### config.mk
export PLATFORM = sky130hd
export DESIGN_NAME = crc_16_rx_controller
export DESIGN_NICKNAME = d
export VERILOG_FILES = /design/src/rtl/crc_16_rx_controller.sv
export SDC_FILE = /design/constraint.sdc
export NUM_CORES = 1
export LEC_CHECK = 0
export BUFFER_PORTS_ARGS = -buffer_cell sky130_fd_sc_hd__buf_2
export CORE_MARGIN = 8
export CORE_UTILIZATION = 64
export CTS_BUF_LIST = sky130_fd_sc_hd__clkbuf_8
export DETAILED_ROUTE_END_ITERATION = 10
export PLACE_DENSITY = 0.95
export SYNTH_ARGS = -nofsm -noshare
export SYNTH_HDL_FRONTEND = slang
export SYNTH_SLANG_ARGS = --single-unit
### constraint.sdc
create_clock -name clk -period 3.6 [get_ports clk]
set_input_delay 0.36 -clock clk [delete_from_list [all_inputs] [get_ports clk]]
set_output_delay 0.36 -clock clk [all_outputs]
set_load 0.02 [all_outputs]
### src/rtl/crc_16_rx_controller.sv
// Serial CRC-16 (poly 0x8005, init 0xFFFF) packet receiver: accumulates data plus CRC
// field between sop and eop, then reports pass/fail with an error code.
module crc_16_rx_controller #(
    parameter int MAX_BYTES = 64,
    parameter int CNT_W     = 10
) (
    input  logic             clk,
    input  logic             n_rst,
    input  logic             sop,
    input  logic             data_valid,
    input  logic             data_in,
    input  logic             eop,
    output logic             busy,
    output logic             crc_ok,
    output logic             crc_err,
    output logic [1:0]       err_code,
    output logic [CNT_W-1:0] bit_count
);

    localparam logic [CNT_W-1:0] MAX_BITS    = CNT_W'(MAX_BYTES * 8 + 16);
    localparam logic [CNT_W-1:0] MIN_BITS    = CNT_W'(16);
    localparam logic [15:0]      CRC_INIT    = 16'hFFFF;
    localparam logic [15:0]      CRC_POLY    = 16'h8005;
    localparam logic [15:0]      CRC_RESIDUE = 16'h800D;

    localparam logic [1:0] CODE_NONE  = 2'b00;
    localparam logic [1:0] CODE_CRC   = 2'b01;
    localparam logic [1:0] CODE_SHORT = 2'b10;
    localparam logic [1:0] CODE_ABORT = 2'b11;

    typedef enum logic [1:0] {IDLE, RUN, CHECK, REPORT} state_t;

    state_t           state_reg, state_next;
    logic [15:0]      crc_reg, crc_next;
    logic [CNT_W-1:0] count_reg, count_next;
    logic [1:0]       code_reg, code_next;
    logic             ok_reg, ok_next;
    logic             err_reg, err_next;

    // One serial CRC step: shift left, fold the polynomial in when the outgoing bit differs.
    logic        fb;
    logic [15:0] crc_shift;

    assign fb           = crc_reg[15] ^ data_in;
    assign crc_shift[0] = fb & CRC_POLY[0];

    genvar gi;
    generate
        for (gi = 1; gi < 16; gi++) begin : g_crc
            assign crc_shift[gi] = crc_reg[gi-1] ^ (fb & CRC_POLY[gi]);
        end
    endgenerate

    always_comb begin
        state_next = state_reg;
        crc_next   = crc_reg;
        count_next = count_reg;
        code_next  = code_reg;
        ok_next    = 1'b0;
        err_next   = 1'b0;

        case (state_reg)
            IDLE, REPORT: begin
                if (state_reg == REPORT) begin
                    state_next = IDLE;
                end
                // A sop together with eop is a zero-bit packet and goes straight to CHECK.
                if (sop) begin
                    crc_next   = CRC_INIT;
                    count_next = '0;
                    code_next  = CODE_NONE;
                    state_next = eop ? CHECK : RUN;
                end
            end
            RUN: begin
                if (sop) begin
                    err_next   = 1'b1;
                    code_next  = CODE_ABORT;
                    crc_next   = CRC_INIT;
                    count_next = '0;
                    state_next = eop ? CHECK : RUN;
                end else if (data_valid && (count_reg >= MAX_BITS)) begin
                    err_next   = 1'b1;
                    code_next  = CODE_ABORT;
                    state_next = REPORT;
                end else begin
                    if (data_valid) begin
                        crc_next   = crc_shift;
                        count_next = count_reg + CNT_W'(1);
                    end
                    if (eop) begin
                        state_next = CHECK;
                    end
                end
            end
            CHECK: begin
                if (sop) begin
                    err_next   = 1'b1;
                    code_next  = CODE_ABORT;
                    crc_next   = CRC_INIT;
                    count_next = '0;
                    state_next = eop ? CHECK : RUN;
                end else begin
                    state_next = REPORT;
                    if (count_reg < MIN_BITS) begin
                        err_next  = 1'b1;
                        code_next = CODE_SHORT;
                    end else if (crc_reg != CRC_RESIDUE) begin
                        err_next  = 1'b1;
                        code_next = CODE_CRC;
                    end else begin
                        ok_next   = 1'b1;
                        code_next = CODE_NONE;
                    end
                end
            end
            default: begin
                state_next = IDLE;
            end
        endcase
    end

    always_ff @(posedge clk or negedge n_rst) begin
        if (!n_rst) begin
            state_reg <= IDLE;
            crc_reg   <= CRC_INIT;
            count_reg <= '0;
            code_reg  <= CODE_NONE;
            ok_reg    <= 1'b0;
            err_reg   <= 1'b0;
        end else begin
            state_reg <= state_next;
            crc_reg   <= crc_next;
            count_reg <= count_next;
            code_reg  <= code_next;
            ok_reg    <= ok_next;
            err_reg   <= err_next;
        end
    end

    assign busy      = (state_reg == RUN) || (state_reg == CHECK);
    assign crc_ok    = ok_reg;
    assign crc_err   = err_reg;
    assign err_code  = code_reg;
    assign bit_count = count_reg;

endmodule

# Word-level counts from Yosys, hierarchy flattened
# Cells that the tools add are included.
# word_totals
ff_bits	32
inputBits	6
out_inout_bits	15
wordCells	66
# classes
add_sub_neg	1
magnitude_cmp	2
n_eq_ne	11
mux	35
n_bitwise	3
reduce_logical	8
# op_table
cell	count
16-bit two-way mux	4
10-bit two-way mux	4
16-bit one-hot mux with 2 select lines	1
2-bit two-way mux	12
10-bit one-hot mux with 2 select lines	1
16-bit != test (second input constant)	1
3-bit != test (second input constant)	4
2-bit one-hot mux with 3 select lines	2
10-bit by 1-bit adder with 10-bit output (second input constant)	1
10-bit >= comparator (second input constant)	1
10-bit by 5-bit less-than comparator with 1-bit output (second input constant)	1
1-bit two-way mux	10
2-bit equality test (second input constant)	2
4-bit != test (second input constant)	1
2-bit AND reduction	2
3-bit AND reduction	1
3-bit OR reduction	1
1-bit XOR	3
2-bit by 1-bit equality test with 1-bit output (second input constant)	1
2-bit zero test	1
2-bit by 1-bit != test with 1-bit output (second input constant)	1
2-bit != test (second input constant)	1
1-bit one-hot mux with 2 select lines	1
2-bit OR reduction	1
other kinds (2)	2

# Logic depth before layout (Yosys ltp)
# Gate-level depths: netlist of run 1.
# logic_depth
depth_word	6
ltp_mapped	8

# Worst setup path after synthesis of run 1
# OpenSTA, ideal clock, no wires.
# synth_path
path_kind	reg-to-reg
start	reg count_reg[7] (netlist: bit_count[7])
end	reg count_reg[0] (netlist: bit_count[0])
setup_ps	134
arrival_time_ps	1778
path_slack_ps	1688
stages_incl_launch_ff	8
n_path_buf	3
synth_period_minus_slack_ps	1912
cell_sequence	dfrtp_1 -> or4_4 -> buf_6 -> o21bai_4 -> or2_1 -> buf_6 -> buf_12 -> mux2i_1
# synth_between
elab_chain_len	4
# synth_lines
element	line_no	rtl
start, declared	35	logic [CNT_W-1:0] count_reg, count_next;
start signal, assigned	134	count_reg <= count_next;
10-bit >= comparator	82	end else if (data_valid && (count_reg >= MAX_BITS)) begin
1-bit logical AND	82	
3-bit != test (no line)	-	
3-bit AND reduction (no line)	-	
# Every way passes these cells.
# A chain may end at the register's enable or synchronous reset.

# Final worst setup path of run 1
# layout_path
start	reg count_reg[7] (netlist: bit_count[7])
end	reg count_reg[1] (netlist: bit_count[1])
# Same word-level chain as after synthesis.

==> results.yml, run 1 <==
clock_network:
  h-tree-depth: 2
  cts_setup_buffers: 0
  path_clk_slew_ns: 0.06
  cts_root_buf: "clkbuf_8"
  ctsLongestPathBuffers: 2
  cts_hold_buf: 0
  cts_sinks: 32
  cts_buffers: 5
  cts_resized: 0
  insertion_delay_ns: 0.28
  cts_tree: "built"
drt:
  first_iter_violations: 52
  via_per_inst: 6.20
  drc_errors: 0
  vias: 1209
  wl_per_cell_microns: 16.7
  dr.pass1.iters: 4
  ant_nets: 0
  routed_wl_mm: 3.25
power:
  p_total_mw: 1.00
  power_density_nw_per_um2: 547
  p_leak_nw: 0.808
  ir_drop_uv: 441
finish:
  drive_gt1_frac: 0.370
  seq_area_sq_um: 821
  nets: 175
  multi_input_area_sq_um: 762
  nFillCells: 174
  instances_no_fill: 195
  insertedDiodeCount: 0
  largest_reg_flops: 16
  syn_to_final_growth_pct: 10.4
  finalCoreUtilization: 0.741
logic_synthesis:
  yosysWarningCount: 0
  async_flop_share: 1.00
  synth_top_area_frac: 0.253
  synth_area_sq_um: 1660
  syn_nets: 154
  yosysTopAreaCell: "dfstp_2"
  yosys_most_used_dff: "dfstp_2"
  synth_edf_count: 0
  seq_area_frac_synth: 0.493
  synth_seq_cells: 32
  synth_cell_type_count: 47
  syn_avg_cell_area_sq_um: 11.6
  synthTopCellsByCount: "16 x dfrtp_1, 16 x dfstp_2, 10 x nor2_1"
  netlist_top_cells_area: "dfstp_2 25%, dfrtp_1 24%, o22a_2 4.8%, ha_1 3.8%, o22a_1 3.7%"
  syn_inst: 143
worst_hold_path:
  min_path_type: "in -> async"
floorplan:
  die_w_microns: 67.0
  die_h_microns: 67.0
  die-area_sq_um: 4490
  rows: 18
  initial_core_util: 0.672
  ios: 21
  coreArea_sq_um: 2480
timing:
  hold_slack_ns: 0.107
  tightest_slew_ns: 0.678
  setup_viol: 0
  final_max_slew_viol_count: 0
  max_freq_mhz: 470
  period_needed_ns: 2.13
  hold_viol_final: 0
  relSlewSlack: 0.548
  rsz0062_at_grt: "false"
  fin_tns_setup_ns: 0
  fin_crit_sh: 0.591
  skew_ns: 0.00445
grt:
  overflow: 0
  grt_pass1_wl_mm: 5.71
  grt_pass1_vias: 1262
  grt_max_degree: 33
  grt_usage: 0.165
  antenna_found_initial: 0
placement:
  dp_cells: 187
  gp_congestion: 0.851
  io_buffer_count: 20
  dp_hpwl_mm: 2.24
critical_path:
  rr_worst_depth: 4
  crit_path_end_kind: "flip-flop"
  cp-start-kind: "flip-flop"
  path_max_fanout: 17
  cp.arrival_ns: 2.26
  crit_type: "reg -> reg"
  worst_ep_required_time_ns: 3.73
run_status:
  status: "completed"
job:
  maxCapViolCount: 0
[kinds of logic (layout without fill, tap and decap cells)]
group                      after synthesis  count (layout)  share of synthesized area
DFF                                     32              32                      0.493
buffers and inverters                   13              35                     0.0489
and+or+nand+nor                         43              43                      0.159
AOI/OAI and AO/OA                       39              39                      0.198
adders and majority gates                5               5                     0.0376
xor gates and xnor gates                 6               6                     0.0316
muxes                                    5               5                     0.0323
[final timing paths]
path,start,end,slack (ns)
setup reg to reg,bit_count[7],bit_count[1],1.47
min in group clk,eop,state_reg[0],0.41
max in group asynchronous,n_rst,bit_count[3],3.05
setup / recovery,bit_count[7],bit_count[1],1.47
hold reg to reg,crc_reg[5],crc_reg[5],0.52
hold / removal,n_rst,state_reg[0],0.11
[cells in the final DEF, fill, tap and decap left out, drive strengths merged, types with 2 or more instances in the layout]
cell    synthesis  layout
nor3            3       3
dfrtp          16      16
nand3           3       3
o22a           15      15
clkbuf          2       6
a31o            2       2
a21oi           6       6
a31oi           2       2
nand4           3       3
and3            4       4
buf             4      20
ha              5       5
o21bai          2       2
mux2i           2       2
xor2            6       6
or4             4       4
inv             7       9
nand2b          2       2
nor2           10      10
mux2            3       3
o21ai           4       4
dfstp          16      16
nor2b           5       5
[layout make-up]
| cell class | count | area share |
|---|---|---|
| Clock inverter | 2 | 0.00409 |
| Sequential cell | 32 | 0.447 |
| Timing Repair Buffer | 20 | 0.0545 |
| Multi-Input combinational cell | 98 | 0.415 |
| Inverter | 7 | 0.0143 |
| Tap cell | 30 | 0.0204 |
| Clock buffer | 6 | 0.0450 |
[worst max-delay path, cell delays in order (launching register included)]
cell	delay, ns
dfrtp_1	0.41
or4_4	0.61
o21bai_4	0.26
or2_1	0.52
o22ai_1	0.17
[report_power, final]
group          total (mW)  switching [mW]  internal, mW
clock network       0.274           0.124         0.150
logic               0.310           0.184         0.126
registers           0.420          0.0231         0.397
[layer usage]
layer,global-route usage,up-vias,share of wire
met5,0,-,0
met4,0.0809,0,0.020
met3,0.0520,9,0.049
met2,0.268,33,0.50
met1,0.192,598,0.42
li1,-,569,-
[through the flow]
step	cell area, sq um	setup slack (ns)
2_1_floorplan	1660	1.69
3_3_place_gp	1750	1.60
3_5_place_dp	1750	1.52
4_1_cts	1840	1.48
5_1_grt	1840	1.30
6_report	1840	1.47
Power figures use the tool's default switching activity.
==> inputs of run 2 (changes only) <==
Settings changed: CORE_UTILIZATION 64 to 59, PLACE_DENSITY 0.95 to 0.9.
Clock period 3.6 ns to 2.15 ns, I/O delays scaled along.
==> run 2 against run 1 <==
  * Setup slack got worse by 1.3 ns
  * Register-to-register slack got worse by 1.3 ns
  * Clock skew about the same
  * Clock-buffer cell count decreased by 1
  * Die area increased by 6.4%
  * Via count increased by 1.1%
  * Largest cell class unchanged
  * Core utilization decreased by 5.0 points
  * Sequential power increased by 68%
  * Global-route usage decreased by 2.2 points
==> results.yml, run 2 (same netlist as run 1, synthesis figures left out) <==
run_status:
  status: "completed"
finish:
  insertedDiodeCount: 0
  largest_reg_flops: 16
  drive_gt1_frac: 0.383
  stdcell_area_sq_um: 1870
  final_cell_mix: "20 x buf_2, 16 x dfrtp_1, 16 x dfstp_2"
  seq_area_sq_um: 821
  finalCoreUtilization: 0.691
  nFillCells: 198
  multi_input_area_sq_um: 762
  syn_to_final_growth_pct: 12.6
  nets: 177
  final_common_cell: "buf_2"
drt:
  ant_nets: 0
  routed_wl_mm: 3.35
  via_per_inst: 6.17
  drc_errors: 0
  dr.pass1.iters: 4
  wl_per_cell_microns: 16.9
  first_iter_violations: 87
  vias: 1222
timing:
  final_max_slew_viol_count: 0
  max_freq_mhz: 507
  hold_viol_final: 0
  hold_slack_ns: 0.281
  tightest_slew_ns: 0.704
  rsz0062_at_grt: "false"
  skew_ns: 0.00459
  fin_tns_setup_ns: 0
  fin_crit_sh: 0.918
  relSlewSlack: 0.530
  period_needed_ns: 1.97
  setup_viol: 0
clock_network:
  h-tree-depth: 2
  insertion_delay_ns: 0.28
  cts_tree: "built"
  cts_sinks: 32
  path_clk_slew_ns: 0.07
  cts_buffers: 5
  ctsLongestPathBuffers: 2
  cts_root_buf: "clkbuf_8"
critical_path:
  cp.arrival_ns: 2.16
  rr_worst_depth: 3
  crit_path_end_kind: "flip-flop"
  crit_type: "reg -> reg"
  path_max_fanout: 3
  cp-start-kind: "flip-flop"
  worst_ep_required_time_ns: 2.34
worst_hold_path:
  min_path_cells: 3
  min_path_type: "in -> reg"
power:
  ir_drop_uv: 751
  p_leak_nw: 0.824
  p_total_mw: 1.80
  power_density_nw_per_um2: 960
placement:
  io_buffer_count: 20
  gp_congestion: 0.854
  placed_area_sq_um: 1760
  dp_hpwl_mm: 2.39
floorplan:
  die-area_sq_um: 4780
  ios: 21
  die_w_microns: 69.1
  coreArea_sq_um: 2710
  rows: 19
  die_h_microns: 69.1
  initial_core_util: 0.614
grt:
  grt_usage: 0.143
  grt_pass1_wl_mm: 5.84
  grt_pass1_vias: 1266
  grt_max_degree: 33
  overflow: 0
  antenna_found_initial: 0
job:
  maxCapViolCount: 0
[run 2: cell types whose count changed in the layout (fill, tap and decap cells not counted)]
cell,change
clkbuf_8,-1
inv_1,-1
or2_2,+1
buf_4,+1
bufinv_16,+1
or2_1,-1
clkinv_2,+1
dlygate4sd3_1,+1
[run 2: timing repair]
action                                  CTS  global route
hold endpoints to repair                 16             0
hold buffers                              1             0
setup buffers                             0             0
resized for setup                         0             1
endpoints found under the setup margin    0             1
[run 2: where the power goes]
group	switching (mW)	internal, mW	total (mW)
sequential	0.0398	0.665	0.704
clock	0.212	0.339	0.551
combinational	0.320	0.223	0.543
total	0.572	1.23	1.80
[run 2: area by class of cell]
cell class              instances  area share
repair buffers                 22      0.0628
flip-flops and latches         32       0.438
well taps                      31      0.0207
clock buffers                   5      0.0367
multi-input cells              98       0.407
inverters                       7      0.0140
clock inverters                 3      0.0207
[run 2: path summary, 6_finish.rpt]
check	startpoint	to	slack (ns)
hold reg to reg	crc_reg[5]	crc_reg[5]	0.53
min in group asynchronous	n_rst	err_code[0]	0.51
max in group asynchronous	n_rst	bit_count[3]	1.18
setup / recovery	crc_reg[3]	crc_ok	0.18
hold / removal	eop	state_reg[0]	0.28
setup reg to reg	crc_reg[3]	crc_ok	0.18
[run 2: critical path, stage by stage, from the launching register on]
cell and delay (ns):
dfstp_2 0.54, or4b_2 0.61, or4_1 0.54, nor3_1 0.18
[run 2: layer usage]
metal | part of all wire | track usage
met5 | 0 | 0
met4 | 0.014 | 0.0524
met3 | 0.046 | 0.0529
met2 | 0.50 | 0.240
met1 | 0.43 | 0.162
[run 2: through the flow]
stage          setup slack, ns  instances
6_report                 0.177        198
5_1_grt                  0.130        198
4_1_cts                  0.159        198
3_5_place_dp             0.180        189
3_3_place_gp             0.256        189
2_1_floorplan            0.238        143
